## config.mk

```make
export PLATFORM = sky130hd
export DESIGN_NAME = sc_level_progress_flat
export DESIGN_NICKNAME = d
export VERILOG_FILES = /design/src/rtl/sc_level_progress_if.sv /design/src/rtl/sc_level_progress.sv /design/src/flat_wrapper.sv
export SDC_FILE = /design/constraint.sdc
export NUM_CORES = 1
export LEC_CHECK = 0
export CAP_MARGIN = 40
export CORE_ASPECT_RATIO = 1.4
export CORE_MARGIN = 2
export CORE_UTILIZATION = 54
export CTS_BUF_LIST = sky130_fd_sc_hd__clkbuf_2 sky130_fd_sc_hd__clkbuf_4 sky130_fd_sc_hd__clkbuf_8
export CTS_CLUSTER_DIAMETER = 30
export DETAILED_ROUTE_END_ITERATION = 12
export PLACE_DENSITY = 0.79
export SYNTH_ARGS = -nofsm -noshare
export SYNTH_HDL_FRONTEND = slang
export SYNTH_SLANG_ARGS = --single-unit
```

## constraint.sdc

```tcl
create_clock -name SC_LEVEL_PROGRESS_CLOCK_50 -period 2.17 [get_ports SC_LEVEL_PROGRESS_CLOCK_50]
set_clock_uncertainty 0.1 [all_clocks]
set_input_delay 0.434 -clock SC_LEVEL_PROGRESS_CLOCK_50 [delete_from_list [all_inputs] [get_ports SC_LEVEL_PROGRESS_CLOCK_50]]
set_output_delay 0.434 -clock SC_LEVEL_PROGRESS_CLOCK_50 [all_outputs]
set_load 0.02 [all_outputs]
```

## src/rtl/sc_level_progress_if.sv

```systemverilog
// Level-tracking bus between the level progress producer and the level state machine.
// The slave modport is the producer side; the master modport drives the game events.
interface sc_level_progress_if #(
   parameter int LEVEL_DATAWIDTH    = 3,
   parameter int PROGRESS_DATAWIDTH = 5
);
   // Valid/ready note: every event input is a level or single-cycle pulse sampled on each
   // rising clock edge with no back-pressure; every output is valid on every cycle.
   logic                          SC_LEVEL_PROGRESS_Start_InHigh;
   logic                          SC_LEVEL_PROGRESS_Advance_InHigh;
   logic                          SC_LEVEL_PROGRESS_LevelFinished_In;
   logic                          SC_LEVEL_PROGRESS_StartCount_In;
   logic [LEVEL_DATAWIDTH-1:0]    SC_LEVEL_PROGRESS_CurrentLevel_Out;
   logic [PROGRESS_DATAWIDTH-1:0] SC_LEVEL_PROGRESS_LvlProgressCount_Out;
   logic                          SC_LEVEL_PROGRESS_Paused_Out;
   logic                          SC_LEVEL_PROGRESS_LevelUp_Out;
   logic [1:0]                    SC_LEVEL_PROGRESS_State_Out;

   modport master (
      output SC_LEVEL_PROGRESS_Start_InHigh,
      output SC_LEVEL_PROGRESS_Advance_InHigh,
      output SC_LEVEL_PROGRESS_LevelFinished_In,
      output SC_LEVEL_PROGRESS_StartCount_In,
      input  SC_LEVEL_PROGRESS_CurrentLevel_Out,
      input  SC_LEVEL_PROGRESS_LvlProgressCount_Out,
      input  SC_LEVEL_PROGRESS_Paused_Out,
      input  SC_LEVEL_PROGRESS_LevelUp_Out,
      input  SC_LEVEL_PROGRESS_State_Out
   );

   modport slave (
      input  SC_LEVEL_PROGRESS_Start_InHigh,
      input  SC_LEVEL_PROGRESS_Advance_InHigh,
      input  SC_LEVEL_PROGRESS_LevelFinished_In,
      input  SC_LEVEL_PROGRESS_StartCount_In,
      output SC_LEVEL_PROGRESS_CurrentLevel_Out,
      output SC_LEVEL_PROGRESS_LvlProgressCount_Out,
      output SC_LEVEL_PROGRESS_Paused_Out,
      output SC_LEVEL_PROGRESS_LevelUp_Out,
      output SC_LEVEL_PROGRESS_State_Out
   );
endinterface

```

## src/rtl/sc_level_progress.sv

```systemverilog
// Tracks the current level and per-level advance count, with a timed pause between levels.
// All outputs come from registers or from the registered state only.
module sc_level_progress #(
   parameter int LEVEL_DATAWIDTH    = 3,
   parameter int PROGRESS_DATAWIDTH = 5,
   parameter int PROGRESS_TARGET    = 12,
   parameter int MAX_LEVEL          = 3,
   parameter int PAUSE_CYCLES       = 50000000,
   parameter int PAUSE_DATAWIDTH    = 26
) (
   input logic SC_LEVEL_PROGRESS_CLOCK_50,
   input logic SC_LEVEL_PROGRESS_RESET_InHigh,
   sc_level_progress_if.slave levelBus
);

   typedef enum logic [1:0] {
      IDLE  = 2'd0,
      PLAY  = 2'd1,
      PAUSE = 2'd2,
      DONE  = 2'd3
   } state_t;

   localparam logic [PROGRESS_DATAWIDTH-1:0] targetCount = PROGRESS_DATAWIDTH'(PROGRESS_TARGET);
   localparam logic [LEVEL_DATAWIDTH-1:0]    gameOverLevel = LEVEL_DATAWIDTH'(MAX_LEVEL + 1);
   localparam logic [PAUSE_DATAWIDTH-1:0]    pauseLast = PAUSE_DATAWIDTH'(PAUSE_CYCLES - 1);

   state_t                        stateReg, stateNext;
   logic [LEVEL_DATAWIDTH-1:0]    levelReg, levelNext;
   logic [PROGRESS_DATAWIDTH-1:0] countReg, countNext;
   logic [PAUSE_DATAWIDTH-1:0]    pauseReg, pauseNext;
   logic                          levelUpReg, levelUpNext;

   always_ff @(posedge SC_LEVEL_PROGRESS_CLOCK_50) begin
      if (SC_LEVEL_PROGRESS_RESET_InHigh) begin
         stateReg   <= IDLE;
         levelReg   <= '0;
         countReg   <= '0;
         pauseReg   <= '0;
         levelUpReg <= 1'b0;
      end else begin
         stateReg   <= stateNext;
         levelReg   <= levelNext;
         countReg   <= countNext;
         pauseReg   <= pauseNext;
         levelUpReg <= levelUpNext;
      end
   end

   always_comb begin
      stateNext   = stateReg;
      levelNext   = levelReg;
      countNext   = countReg;
      pauseNext   = pauseReg;
      levelUpNext = 1'b0;
      unique case (stateReg)
         IDLE: begin
            if (levelBus.SC_LEVEL_PROGRESS_Start_InHigh) begin
               stateNext   = PLAY;
               levelNext   = LEVEL_DATAWIDTH'(1);
               countNext   = '0;
               levelUpNext = 1'b1;
            end
         end
         PLAY: begin
            // Pause entry needs the count already at target, so a same-cycle advance cannot complete a level.
            if (countReg == targetCount) begin
               if (levelBus.SC_LEVEL_PROGRESS_LevelFinished_In) begin
                  stateNext = PAUSE;
                  pauseNext = '0;
               end
            end else if (levelBus.SC_LEVEL_PROGRESS_Advance_InHigh) begin
               countNext = countReg + 1'b1;
            end
         end
         PAUSE: begin
            if (levelBus.SC_LEVEL_PROGRESS_StartCount_In) begin
               if (pauseReg == pauseLast) begin
                  levelNext   = levelReg + 1'b1;
                  countNext   = '0;
                  pauseNext   = '0;
                  levelUpNext = 1'b1;
                  stateNext   = (levelReg + 1'b1 == gameOverLevel) ? DONE : PLAY;
               end else begin
                  pauseNext = pauseReg + 1'b1;
               end
            end
         end
         DONE: begin
            levelNext = gameOverLevel;
            countNext = '0;
         end
         default: stateNext = IDLE;
      endcase
   end

   assign levelBus.SC_LEVEL_PROGRESS_CurrentLevel_Out     = levelReg;
   assign levelBus.SC_LEVEL_PROGRESS_LvlProgressCount_Out = countReg;
   assign levelBus.SC_LEVEL_PROGRESS_Paused_Out           = (stateReg != PLAY);
   assign levelBus.SC_LEVEL_PROGRESS_LevelUp_Out          = levelUpReg;
   assign levelBus.SC_LEVEL_PROGRESS_State_Out            = stateReg;

endmodule

```

## src/flat_wrapper.sv

```systemverilog
// flat-port wrapper written by rule: the top's interface ports become plain ports
module sc_level_progress_flat 
#(
   parameter int LEVEL_DATAWIDTH    = 3,
   parameter int PROGRESS_DATAWIDTH = 5,
   parameter int PROGRESS_TARGET    = 12,
   parameter int MAX_LEVEL          = 3,
   parameter int PAUSE_CYCLES       = 50000000,
   parameter int PAUSE_DATAWIDTH    = 26
)
  (SC_LEVEL_PROGRESS_CLOCK_50, SC_LEVEL_PROGRESS_RESET_InHigh, levelBus_SC_LEVEL_PROGRESS_Start_InHigh, levelBus_SC_LEVEL_PROGRESS_Advance_InHigh, levelBus_SC_LEVEL_PROGRESS_LevelFinished_In, levelBus_SC_LEVEL_PROGRESS_StartCount_In, levelBus_SC_LEVEL_PROGRESS_CurrentLevel_Out, levelBus_SC_LEVEL_PROGRESS_LvlProgressCount_Out, levelBus_SC_LEVEL_PROGRESS_Paused_Out, levelBus_SC_LEVEL_PROGRESS_LevelUp_Out, levelBus_SC_LEVEL_PROGRESS_State_Out);
  sc_level_progress_if #(.LEVEL_DATAWIDTH(LEVEL_DATAWIDTH), .PROGRESS_DATAWIDTH(PROGRESS_DATAWIDTH)) levelBus_i ();
  input logic SC_LEVEL_PROGRESS_CLOCK_50;
  input logic SC_LEVEL_PROGRESS_RESET_InHigh;
  input wire logic [$bits(levelBus_i.SC_LEVEL_PROGRESS_Start_InHigh)-1:0] levelBus_SC_LEVEL_PROGRESS_Start_InHigh;
  input wire logic [$bits(levelBus_i.SC_LEVEL_PROGRESS_Advance_InHigh)-1:0] levelBus_SC_LEVEL_PROGRESS_Advance_InHigh;
  input wire logic [$bits(levelBus_i.SC_LEVEL_PROGRESS_LevelFinished_In)-1:0] levelBus_SC_LEVEL_PROGRESS_LevelFinished_In;
  input wire logic [$bits(levelBus_i.SC_LEVEL_PROGRESS_StartCount_In)-1:0] levelBus_SC_LEVEL_PROGRESS_StartCount_In;
  output wire logic [$bits(levelBus_i.SC_LEVEL_PROGRESS_CurrentLevel_Out)-1:0] levelBus_SC_LEVEL_PROGRESS_CurrentLevel_Out;
  output wire logic [$bits(levelBus_i.SC_LEVEL_PROGRESS_LvlProgressCount_Out)-1:0] levelBus_SC_LEVEL_PROGRESS_LvlProgressCount_Out;
  output wire logic [$bits(levelBus_i.SC_LEVEL_PROGRESS_Paused_Out)-1:0] levelBus_SC_LEVEL_PROGRESS_Paused_Out;
  output wire logic [$bits(levelBus_i.SC_LEVEL_PROGRESS_LevelUp_Out)-1:0] levelBus_SC_LEVEL_PROGRESS_LevelUp_Out;
  output wire logic [$bits(levelBus_i.SC_LEVEL_PROGRESS_State_Out)-1:0] levelBus_SC_LEVEL_PROGRESS_State_Out;
  assign levelBus_i.SC_LEVEL_PROGRESS_Start_InHigh = levelBus_SC_LEVEL_PROGRESS_Start_InHigh;
  assign levelBus_i.SC_LEVEL_PROGRESS_Advance_InHigh = levelBus_SC_LEVEL_PROGRESS_Advance_InHigh;
  assign levelBus_i.SC_LEVEL_PROGRESS_LevelFinished_In = levelBus_SC_LEVEL_PROGRESS_LevelFinished_In;
  assign levelBus_i.SC_LEVEL_PROGRESS_StartCount_In = levelBus_SC_LEVEL_PROGRESS_StartCount_In;
  assign levelBus_SC_LEVEL_PROGRESS_CurrentLevel_Out = levelBus_i.SC_LEVEL_PROGRESS_CurrentLevel_Out;
  assign levelBus_SC_LEVEL_PROGRESS_LvlProgressCount_Out = levelBus_i.SC_LEVEL_PROGRESS_LvlProgressCount_Out;
  assign levelBus_SC_LEVEL_PROGRESS_Paused_Out = levelBus_i.SC_LEVEL_PROGRESS_Paused_Out;
  assign levelBus_SC_LEVEL_PROGRESS_LevelUp_Out = levelBus_i.SC_LEVEL_PROGRESS_LevelUp_Out;
  assign levelBus_SC_LEVEL_PROGRESS_State_Out = levelBus_i.SC_LEVEL_PROGRESS_State_Out;
  sc_level_progress #(.LEVEL_DATAWIDTH(LEVEL_DATAWIDTH), .PROGRESS_DATAWIDTH(PROGRESS_DATAWIDTH), .PROGRESS_TARGET(PROGRESS_TARGET), .MAX_LEVEL(MAX_LEVEL), .PAUSE_CYCLES(PAUSE_CYCLES), .PAUSE_DATAWIDTH(PAUSE_DATAWIDTH)) u_core (.SC_LEVEL_PROGRESS_CLOCK_50(SC_LEVEL_PROGRESS_CLOCK_50), .SC_LEVEL_PROGRESS_RESET_InHigh(SC_LEVEL_PROGRESS_RESET_InHigh), .levelBus(levelBus_i));
endmodule
```

==> results.md <==
- CTS root buffer: clkbuf_8
- Routed wire per std cell: 15.3 um
- Dpl ws: -235 ps
- WL met1: 2070 um
- Antenna Nets Post-Route: 0
- Syn avg cell area: 8.38 um^2
- Met3 wire length: 203 um
- Warnings, synthesis: 0
- RD Place Congestion: 0.902
- XOR/XNOR Fraction of Synth Area: 0.0860
- Slew Limit Fails: 0
- Hold Vio Cnt, Final: 0
- Main synth FF type: dfxtp_1
- Fin util: 0.740
- Placement-stage cell area: 0.00252 mm^2
- Synth Area in Compound Gates: 0.136
- Max cap viols: 0
- Gr usage total: 0.242
- Routed wl met2: 2710 um
- Min-delay src: u_core.pauseReg[25]
- Worst skew pair latency: 290 ps
- CP bufs+invs: 0
- Status: completed
- Crit path max fanout: 6
- Total number of vias: 2049
- Worst-Margin Slew: 506 ps
- Fraction of registers with async set or reset after synthesis: 0
- Hold Crit Class: reg2reg
- Cts-stage hold buffer count: 0
- Mapped Cells: 243
- Netlist cell types: 47
- Die Wd: 55.9 um
- Largest net degree at the start of global routing: 11
- Initial Utilization: 0.559
- Die area: 0.00428 mm^2
- Most common cell on crit path: or3_4
- Crit path DAT: 2270 ps
- Clock period minus worst slack: 2140 ps
- Worst slew margin: 0.661
- Post-Place Cells: 328
- Post-synth top area cell: dfxtp_1
- Final worst setup slack: 28.3 ps
- Layout Cells excl Fill: 339
- Top cells by count, synth: 37 x dfxtp_1, 27 x nor2_1, 22 x nand2_1
- Vias per inst: 6.04
- First-pass GRT wire length: 8220 um
- CP Capture Type: flip-flop
- Initial antenna violation count: 0
- N_diodes: 0
- H-tree depth: 2
- Reg2reg setup slack: 30 ps
- Synthesized flop and latch total: 37
- Lkg Pwr: 0.985 nW
- I/O pin total: 18
- IO Port Bufs: 17
- CP required: 2300 ps
- Die Y: 76.6 um
- Worst path slowest cell: dfxtp_1
- Worst r2r dst: u_core.pauseReg[20]
- Layout cells sized above 1: 0.215
- Router iterations before antenna repair: 4
- Synth area leaders: dfxtp_1 36%, ha_1 5.5%, nor2_1 5.0%
- Syn Std Cell Area: 0.00204 mm^2
- Clk slew on worst S/H paths: 70 ps
- Core area: 0.00364 mm^2
- Fmax: 467 MHz
- Post-DP HPWL: 3720 um
- Top layer in use: met4
- Largest family of logic cells by synthesized area: simple AND/OR/NAND/NOR gates
- Most frequent cell after synthesis: dfxtp_1
- WHS Path Cells: 2
- Grt ovf: 0
- Simple logic cell fraction of the synthesized area: 0.319
- Number of nets in the layout: 312
- Fin crit share: 0.987
- Number of global-route vias before repair: 2010
- Iteration-0 DRC Markers: 94
- CP cell instances: ha_1 > and3_1 > nand4_1 > or3_4 > or3_4 > a21oi_2
- Seq/Total Area, Yosys: 0.364
- Synth Area in Adders: 0.0553
- Worst setup path class: reg2reg
- Total Wirelength: 5190 um
- FF-to-FF Start: u_core.pauseReg[0]
- Final setup violation count: 0
- Fin area: 0.00270 mm^2
- Num CTS Buffers: 5
- CTS tree: done
- Worst-case reg-to-reg path depth: 6
- Max clock buf depth: 2
- Pwr Density: 698 mW/mm^2
- Hold EP: u_core.pauseReg[25]
- Top delay family on crit path: simple AND/OR/NAND/NOR gates
- Mux share of post-synthesis cell area: 0.00492
- Row cnt: 26
- Peak supply drop: 0.000637 V
- Number of flops mapped to enable cells by yosys: 0
- DRC: 0
- Share of the synthesized area in the top cell type: 0.364
- RSZ-0062 raised after global routing: yes
- Filler Cell Count: 274
- CP startpoint kind: flip-flop
- Area Growth Syn to Fin: 32.5%
- Post-synth net total: 258
- Crit path largest cell delay: 420 ps
- Clk sinks: 37
## kinds of logic after synthesis
family / after synthesis
AND/OR/NAND/NOR: 118
flip-flops: 37
buffers and inverters: 18
AO/OA/AOI/OAI: 40
multiplexers: 1
adder cells (fa/ha/maj): 9
XOR/XNOR: 20
## state kept, by name, summed over array words and instances (netlist names)
signal                                                  flops
u_core.levelBus.SC_LEVEL_PROGRESS_State_Out                 2
u_core.levelBus.SC_LEVEL_PROGRESS_LevelUp_Out               1
u_core.levelBus.SC_LEVEL_PROGRESS_CurrentLevel_Out          3
u_core.levelBus.SC_LEVEL_PROGRESS_LvlProgressCount_Out      5
u_core.pauseReg                                            26
## placed cells by master (no fill, tap or decap), types with 2 or more instances in the layout
cell	Yosys	final
or3_4	1	2
inv_2	0	2
or3_1	3	2
dfxtp_4	0	2
nor3_1	5	5
a211o_1	2	2
o211ai_1	2	2
buf_4	0	34
nand4_1	11	11
nand2_1	22	22
a211oi_1	3	3
a21oi_1	10	9
ha_4	0	3
a31oi_1	2	2
dfxtp_1	37	33
and4_1	6	5
or4_1	3	3
xor2_1	11	11
ha_1	9	6
xnor2_1	9	9
clkbuf_8	0	6
inv_4	0	2
and3_1	8	8
nand3_1	15	15
clkdlybuf4s50_1	0	16
nor4_1	5	5
nor2b_1	2	2
o32ai_1	3	3
dfxtp_2	0	2
o21ai_0	7	7
inv_1	11	7
nor2_1	27	26
o31ai_1	2	2
## per-stage QoR
stage / total power, mW / hold slack, ps / setup TNS [ps]
2_1_floorplan: 1.10 / 352 / -84.6
3_3_place_gp: 1.33 / 376 / -1140
3_5_place_dp: 1.34 / 396 / -1630
4_1_cts: 1.84 / 406 / 0
5_1_grt: 1.96 / 436 / -110
6_report: 1.88 / 403 / 0
## tightest hold or removal path, cell delays in order, from the launching register on
cell and delay (ps):
dfxtp_1 320, o31ai_1 70, a21oi_1 70
## power by group
part           internal (mW)  switching [mW]
combinational          0.295           0.336
sequential             0.711          0.0373
clock                  0.264           0.239
## final cells by class
type	instances	area, um^2	share of cell area
clock buffers	7	90.1	0.0334
inverters	12	50.0	0.0186
multi-input cells	188	1310	0.484
flip-flops and latches	37	751	0.278
well taps	42	52.6	0.0195
repair buffers	53	447	0.166
## repair_timing
action                     in CTS  in global routing
pin swaps                       6                  4
cloned                          0                  1
setup endpoints to repair       3                 28
setup buffers                   3                  0
gates resized for setup         4                  8
## worst max-delay path by stage
stage          slack [ps]             endpoint  cells after the start                                            from
6_report               30  u_core.pauseReg[20]                      6                              u_core.pauseReg[0]
3_3_place_gp         -150  u_core.pauseReg[22]                      6        levelBus_SC_LEVEL_PROGRESS_StartCount_In
4_1_cts                20  u_core.pauseReg[20]                      8  u_core.levelBus.SC_LEVEL_PROGRESS_State_Out[1]
3_5_place_dp         -240  u_core.pauseReg[20]                      6        levelBus_SC_LEVEL_PROGRESS_StartCount_In
5_1_grt               -60  u_core.pauseReg[20]                      6                              u_core.pauseReg[0]
2_1_floorplan         -40  u_core.pauseReg[22]                      7  u_core.levelBus.SC_LEVEL_PROGRESS_State_Out[1]
## routing by layer
metal  GRT usage  vias to the layer above
li1            -                     1007
met1       0.252                      967
met2       0.426                       54
met3      0.0543                       21
met4       0.157                        0
met5           0                        -
Power figures use the tool's default switching activity.
